File: config.mk
export PLATFORM = sky130hd
export DESIGN_NAME = route_sequencer_flat
export DESIGN_NICKNAME = d
export VERILOG_FILES = /design/src/rtl/route_sequencer_if.sv /design/src/rtl/route_sequencer.sv /design/src/flat_wrapper.sv
export SDC_FILE = /design/constraint.sdc
export NUM_CORES = 1
export LEC_CHECK = 0
export CORE_UTILIZATION = 30
export CTS_BUF_LIST = sky130_fd_sc_hd__clkbuf_4 sky130_fd_sc_hd__clkbuf_8
export DETAILED_ROUTE_END_ITERATION = 16
export PLACE_DENSITY_LB_ADDON = 0.12
export SYNTH_ARGS = -nofsm -noshare
export SYNTH_HDL_FRONTEND = slang
export SYNTH_SLANG_ARGS = --single-unit
File: constraint.sdc
create_clock -name CLK -period 2.85 [get_ports CLK]
set_input_delay 0.7125 -clock CLK [delete_from_list [all_inputs] [get_ports CLK]]
set_output_delay 0.7125 -clock CLK [all_outputs]
set_load 0.02 [all_outputs]
File: src/rtl/route_sequencer_if.sv
// Control/status bundle between the route sequencer and the sensor Syncronizer.
// The master side drives Enable and Y. The slave side (the sequencer) drives
// the registered route state and motor controls.
interface route_sequencer_if #(
    parameter int LAPW = 8
);
    logic            Enable;
    logic            Y;
    logic [3:0]      Selector;
    logic            TIMER;
    logic            Motor;
    logic            Direction;
    logic            StepPulse;
    logic [LAPW-1:0] Laps;

    modport master (
        output Enable, Y,
        input  Selector, TIMER, Motor, Direction, StepPulse, Laps
    );

    modport slave (
        input  Enable, Y,
        output Selector, TIMER, Motor, Direction, StepPulse, Laps
    );
endinterface

File: src/rtl/route_sequencer.sv
// Route sequencer for the train controller.
// It steps the route through states 0-15 with wrap-around. An advance needs the
// Syncronizer's Y to be held high for DEBOUNCE enabled cycles. In the station
// states 2-5 the block times a dwell and raises TIMER when the dwell expires.
// Every output is a register, so there is no combinational loop through the
// Syncronizer.
module route_sequencer #(
    parameter int DEBOUNCE = 4,
    parameter int DWELL    = 50000000,
    parameter int LAPW     = 8
) (
    input logic             CLK,
    input logic             RST_N,
    route_sequencer_if.slave bus
);
    localparam int DEBW = (DEBOUNCE > 1) ? $clog2(DEBOUNCE) : 1;
    localparam int DWLW = (DWELL > 1) ? $clog2(DWELL) : 1;

    localparam logic [DEBW-1:0] DEB_LAST   = DEBW'(DEBOUNCE - 1);
    localparam logic [DEBW-1:0] DEB_ZERO   = {DEBW{1'b0}};
    localparam logic [DEBW-1:0] DEB_ONE    = {{(DEBW-1){1'b0}}, 1'b1};
    localparam logic [DWLW-1:0] DWELL_INIT = DWLW'(DWELL - 1);
    localparam logic [DWLW-1:0] DWELL_ZERO = {DWLW{1'b0}};
    localparam logic [DWLW-1:0] DWELL_ONE  = {{(DWLW-1){1'b0}}, 1'b1};
    localparam logic [LAPW-1:0] LAP_ZERO   = {LAPW{1'b0}};
    localparam logic [LAPW-1:0] LAP_ONE    = {{(LAPW-1){1'b0}}, 1'b1};

    typedef enum logic [3:0] {
        ST_SENSOR0   = 4'd0,  ST_SENSOR1   = 4'd1,
        ST_STATION2  = 4'd2,  ST_STATION3  = 4'd3,
        ST_STATION4  = 4'd4,  ST_STATION5  = 4'd5,
        ST_SENSOR6   = 4'd6,  ST_SENSOR7   = 4'd7,
        ST_SENSOR8   = 4'd8,  ST_SENSOR9   = 4'd9,
        ST_SENSOR10  = 4'd10, ST_SENSOR11  = 4'd11,
        ST_SENSOR12  = 4'd12, ST_SENSOR13  = 4'd13,
        ST_SENSOR14  = 4'd14, ST_SENSOR15  = 4'd15
    } routeStateT;

    routeStateT      stateR,  stateNextS;
    logic [DEBW-1:0] debR,    debNextS;
    logic [DWLW-1:0] dwellR,  dwellNextS;
    logic            timerR,  timerNextS;
    logic            motorR,  motorNextS;
    logic            dirR,    dirNextS;
    logic            stepR,   stepNextS;
    logic [LAPW-1:0] lapsR,   lapsNextS;

    // Station states are the only ones that run the dwell timer and stop the motor.
    function automatic logic isTimed(input routeStateT s);
        return (s >= ST_STATION2) && (s <= ST_STATION5);
    endfunction

    // State register: synchronous active-low reset overrides everything.
    always_ff @(posedge CLK) begin
        if (!RST_N) begin
            stateR <= ST_SENSOR0;
            debR   <= DEB_ZERO;
            dwellR <= DWELL_INIT;
            timerR <= 1'b0;
            motorR <= 1'b0;
            dirR   <= 1'b0;
            stepR  <= 1'b0;
            lapsR  <= LAP_ZERO;
        end else begin
            stateR <= stateNextS;
            debR   <= debNextS;
            dwellR <= dwellNextS;
            timerR <= timerNextS;
            motorR <= motorNextS;
            dirR   <= dirNextS;
            stepR  <= stepNextS;
            lapsR  <= lapsNextS;
        end
    end

    // Next-state logic: debounce, advance, dwell timing and the motor/direction decode.
    always_comb begin
        stateNextS = stateR;
        debNextS   = debR;
        dwellNextS = dwellR;
        timerNextS = timerR;
        lapsNextS  = lapsR;
        stepNextS  = 1'b0;

        if (!bus.Enable) begin
            // Frozen: only the debounce history is lost; the dwell resumes later.
            debNextS = DEB_ZERO;
        end else if (bus.Y && (debR == DEB_LAST)) begin
            stateNextS = routeStateT'(stateR + 4'd1);
            debNextS   = DEB_ZERO;
            dwellNextS = DWELL_INIT;
            timerNextS = 1'b0;
            stepNextS  = 1'b1;
            if (stateR == ST_SENSOR15) begin
                lapsNextS = lapsR + LAP_ONE;
            end else begin
                lapsNextS = lapsR;
            end
        end else begin
            if (bus.Y) begin
                debNextS = debR + DEB_ONE;
            end else begin
                debNextS = DEB_ZERO;
            end
            if (isTimed(stateR)) begin
                if (dwellR == DWELL_ZERO) begin
                    timerNextS = 1'b1;
                end else begin
                    dwellNextS = dwellR - DWELL_ONE;
                end
            end else begin
                timerNextS = 1'b0;
                dwellNextS = DWELL_INIT;
            end
        end

        motorNextS = bus.Enable & ~isTimed(stateNextS);
        dirNextS   = (stateNextS >= ST_SENSOR8);
    end

    assign bus.Selector  = stateR;
    assign bus.TIMER     = timerR;
    assign bus.Motor     = motorR;
    assign bus.Direction = dirR;
    assign bus.StepPulse = stepR;
    assign bus.Laps      = lapsR;
endmodule
File: src/flat_wrapper.sv
// flat-port wrapper written by rule: the top's interface ports become plain ports
module route_sequencer_flat 
#(
    parameter int DEBOUNCE = 4,
    parameter int DWELL    = 50000000,
    parameter int LAPW     = 8
)
  (CLK, RST_N, bus_Enable, bus_Y, bus_Selector, bus_TIMER, bus_Motor, bus_Direction, bus_StepPulse, bus_Laps);
  route_sequencer_if #(.LAPW(LAPW)) bus_i ();
  input logic CLK;
  input logic RST_N;
  input wire logic [$bits(bus_i.Enable)-1:0] bus_Enable;
  input wire logic [$bits(bus_i.Y)-1:0] bus_Y;
  output wire logic [$bits(bus_i.Selector)-1:0] bus_Selector;
  output wire logic [$bits(bus_i.TIMER)-1:0] bus_TIMER;
  output wire logic [$bits(bus_i.Motor)-1:0] bus_Motor;
  output wire logic [$bits(bus_i.Direction)-1:0] bus_Direction;
  output wire logic [$bits(bus_i.StepPulse)-1:0] bus_StepPulse;
  output wire logic [$bits(bus_i.Laps)-1:0] bus_Laps;
  assign bus_i.Enable = bus_Enable;
  assign bus_i.Y = bus_Y;
  assign bus_Selector = bus_i.Selector;
  assign bus_TIMER = bus_i.TIMER;
  assign bus_Motor = bus_i.Motor;
  assign bus_Direction = bus_i.Direction;
  assign bus_StepPulse = bus_i.StepPulse;
  assign bus_Laps = bus_i.Laps;
  route_sequencer #(.DEBOUNCE(DEBOUNCE), .DWELL(DWELL), .LAPW(LAPW)) u_core (.CLK(CLK), .RST_N(RST_N), .bus(bus_i));
endmodule
==> results of run 1 <==
-- through the flow --
stage	cell area (um^2)	worst slack, ns
6_report	2750	0.396
5_1_grt	2750	0.224
4_1_cts	2750	0.389
3_5_place_dp	2630	0.205
3_3_place_gp	2630	0.253
2_1_floorplan	2240	0.338
-- cell usage in the layout (no fill, tap or decap), types with 7 or more instances in the layout --
master	Yosys	routed
inv_1	8	8
o21ai_0	10	10
dfxtp_1	44	44
a21oi_1	12	12
ha_1	7	7
xnor2_1	8	8
nor4_1	9	9
nor3_1	8	8
o31ai_1	8	8
nand2_1	17	17
nand3_1	11	11
xor2_1	7	7
or3_1	14	14
buf_4	0	18
nor2_1	33	33
clkdlybuf4s50_1	0	19
-- worst paths after layout --
check	startpoint	to	slack [ns]	cells after the start
worst min register to register	u_core.debR[0]$_SDFF_PP0_	u_core.debR[0]$_SDFF_PP0_	0.44	1
worst max register to register	u_core.dwellR[13]$_SDFFE_PN1P_	u_core.dwellR[4]$_SDFFE_PN1P_	0.40	5
worst min-delay path	u_core.debR[0]$_SDFF_PP0_	u_core.debR[0]$_SDFF_PP0_	0.44	1
worst max-delay path	u_core.dwellR[13]$_SDFFE_PN1P_	u_core.dwellR[4]$_SDFFE_PN1P_	0.40	5
-- sequential cells by signal, summed over array words and instances, names as in the netlist --
| register | cells |
|---|---|
| u_core.bus.TIMER | 1 |
| u_core.bus.Motor | 1 |
| u_core.debR | 2 |
| u_core.bus.StepPulse | 1 |
| u_core.bus.Laps | 8 |
| u_core.bus.Selector | 4 |
| u_core.dwellR | 26 |
| u_core.bus.Direction | 1 |
-- critical path: cells and delay by family (launching register included) --
family | cells | cell delay (ns)
simple gates | 3 | 1.57
flops | 1 | 0.36
compound gates | 2 | 0.41
-- power breakdown --
group          leakage, nW  total [W]  switching, W  internal, W
combinational        0.537  0.0000473     0.0000298    0.0000176
clock               0.0548   0.000502      0.000238     0.000264
sequential           0.356   0.000618    0.00000130     0.000616
-- per-layer routing --
layer / vias up / track usage [%] / wire (um)
met2: 36 / 24.6 / 2520
met1: 970 / 20.6 / 2750
li1: 1041 / - / -
met4: 0 / 5.28 / 76
met5: - / 0 / 0
met3: 7 / 3.17 / 182
-- final cells by class --
class / instances / share of cell area (%)
multi-input combinational: 199 / 46.2
sequential: 44 / 32.0
timing repair buffer: 37 / 11.8
tap: 99 / 4.51
clock buffer: 5 / 2.50
clock inverter: 3 / 1.68
inverter: 9 / 1.23
-- kinds of logic (layout without fill, tap and decap cells) --
kind of cell	after synthesis	count (layout)	synth area share, %
fa+ha+maj	7	7	3.90
compound gates	55	55	17.3
flops	44	44	39.3
buf+inv	22	54	4.13
mux	1	1	0.446
xor+xnor	15	15	5.86
simple gates	121	121	29.1
==> results.cfg, run 1 <==
[status]
outcome = complete, no violations

[cells_and_area]
finalNetCount = 307
diodes = 0
fillCellCount = 792
register_area_um2 = 881
finalNonFillerCells = 396
drive_gt1_share_pct = 11.1
multiInputGateArea_um2 = 1270
synthToLayoutAreaGrowth_pct = 22.5
fin_util_pct = 37.9

[die]
core_um2 = 7250
die_height_um = 88.5
die_w_um = 88.5
rows = 31
initial_utilization_pct = 30.9
ios = 20
die-area_um2 = 7830

[yosys]
synth_area_um2 = 2240
synth_edf_count = 0
synth-seq-area-share_pct = 39.3
yosys_warnings = 0
synth_cell_types = 45
synth_top_flop_cell = dfxtp_1
yosysMostFrequentCell = dfxtp_1
syn_area_per_cell_um2 = 8.47
synth_top_area_cell = dfxtp_1
syn_nets = 276
syn_inst = 265
netlist_top_cells_area = dfxtp_1 (39%), nor2_1 (5.5%), ha_1 (3.9%)
yosys_register_bits = 44
async_reset_ff_share_pct = 0
yosys.area.top_type_share_pct = 39.3
yosys-top-cells-count = dfxtp_1 (44), nor2_1 (33), nand2_1 (17)

[cts]
cts_setup_buffers = 0
clkLatencyLatePin_ns = 0.31
htreeDepth = 2
cts_resized = 0
cts-root-buf = clkbuf_8
numCtsBuffers = 5
clock_sinks = 44
clk_path_buf_depth = 2
cts_hold_buffers = 0
tritoncts = built
clk_pin_slew_ns = 0.09

[sta]
maxSlewViolCount = 0
hold_violations = 0
fin_crit_sh_pct = 86.1
fin_hold_ws_ns = 0.438
tns_ns = 0
period_minus_slack_ns = 2.45
rsz0062_at_grt = no
setup_violations = 0
fmax_mhz = 407
slew_headroom_pct = 51.1
worstMarginPinSlew_ns = 0.729
clock_skew_ns = 0.00785

[place]
place.gp.congestion = 0.776
dp_cells = 388
dp_hpwl_um = 3900
io_buffers = 19

[detailed_routing]
vias_per_cell = 5.19
drt_iter0_markers = 59
via_count = 2054
drt-total-wl_um = 5530
postRouteAntennaNets = 0
avgRoutedWirePerCell_um = 14.0
drc_errors = 0
dr.pass1.iters = 4

[hold_path]
min_path_type = flop to flop

[setup_path]
crit_chain = or4_4, or4b_4, or2_1, a311oi_1, o31ai_1
crit_arrival_ns = 2.65
slowest_stage = or4b_4
worstPathMaxFanout = 10
cp-start-kind = flop
slowest_delay_ns = 0.60
cp.required_ns = 3.04
setup.worst_path.class = flop to flop
setup.worst_path.end_class = flop

[pwr]
power_density_nw_per_um2 = 425
peakVddDrop_mv = 0.220
fin_total_pwr_w = 0.00117
p_leak_nw = 0.948

[grt]
grt_pass1_wl_um = 9330
gr-total-overflow = 0
grt_pass1_vias = 1882
antenna_found_initial = 0
grt_max_degree = 17
grt_usage_pct = 15.4

[flow_run]
cap_viol_max_count = 0
(Power assumes the default switching activity.)
==> inputs of run 2 (changes only) <==
--- a/config.mk
+++ b/config.mk
@@ -7,4 +7,4 @@
 export LEC_CHECK = 0
+export ABC_CLOCK_PERIOD_IN_PS = 2850
 export CORE_UTILIZATION = 30
-export CTS_BUF_LIST = sky130_fd_sc_hd__clkbuf_4 sky130_fd_sc_hd__clkbuf_8
 export DETAILED_ROUTE_END_ITERATION = 16
--- a/constraint.sdc
+++ b/constraint.sdc
@@ -3,2 +3,2 @@
 set_output_delay 0.7125 -clock CLK [all_outputs]
-set_load 0.02 [all_outputs]
+set_load 0.01 [all_outputs]
==> results of run 2 <==
The final DEF is identical to that of run 1. Status: complete, no violations.
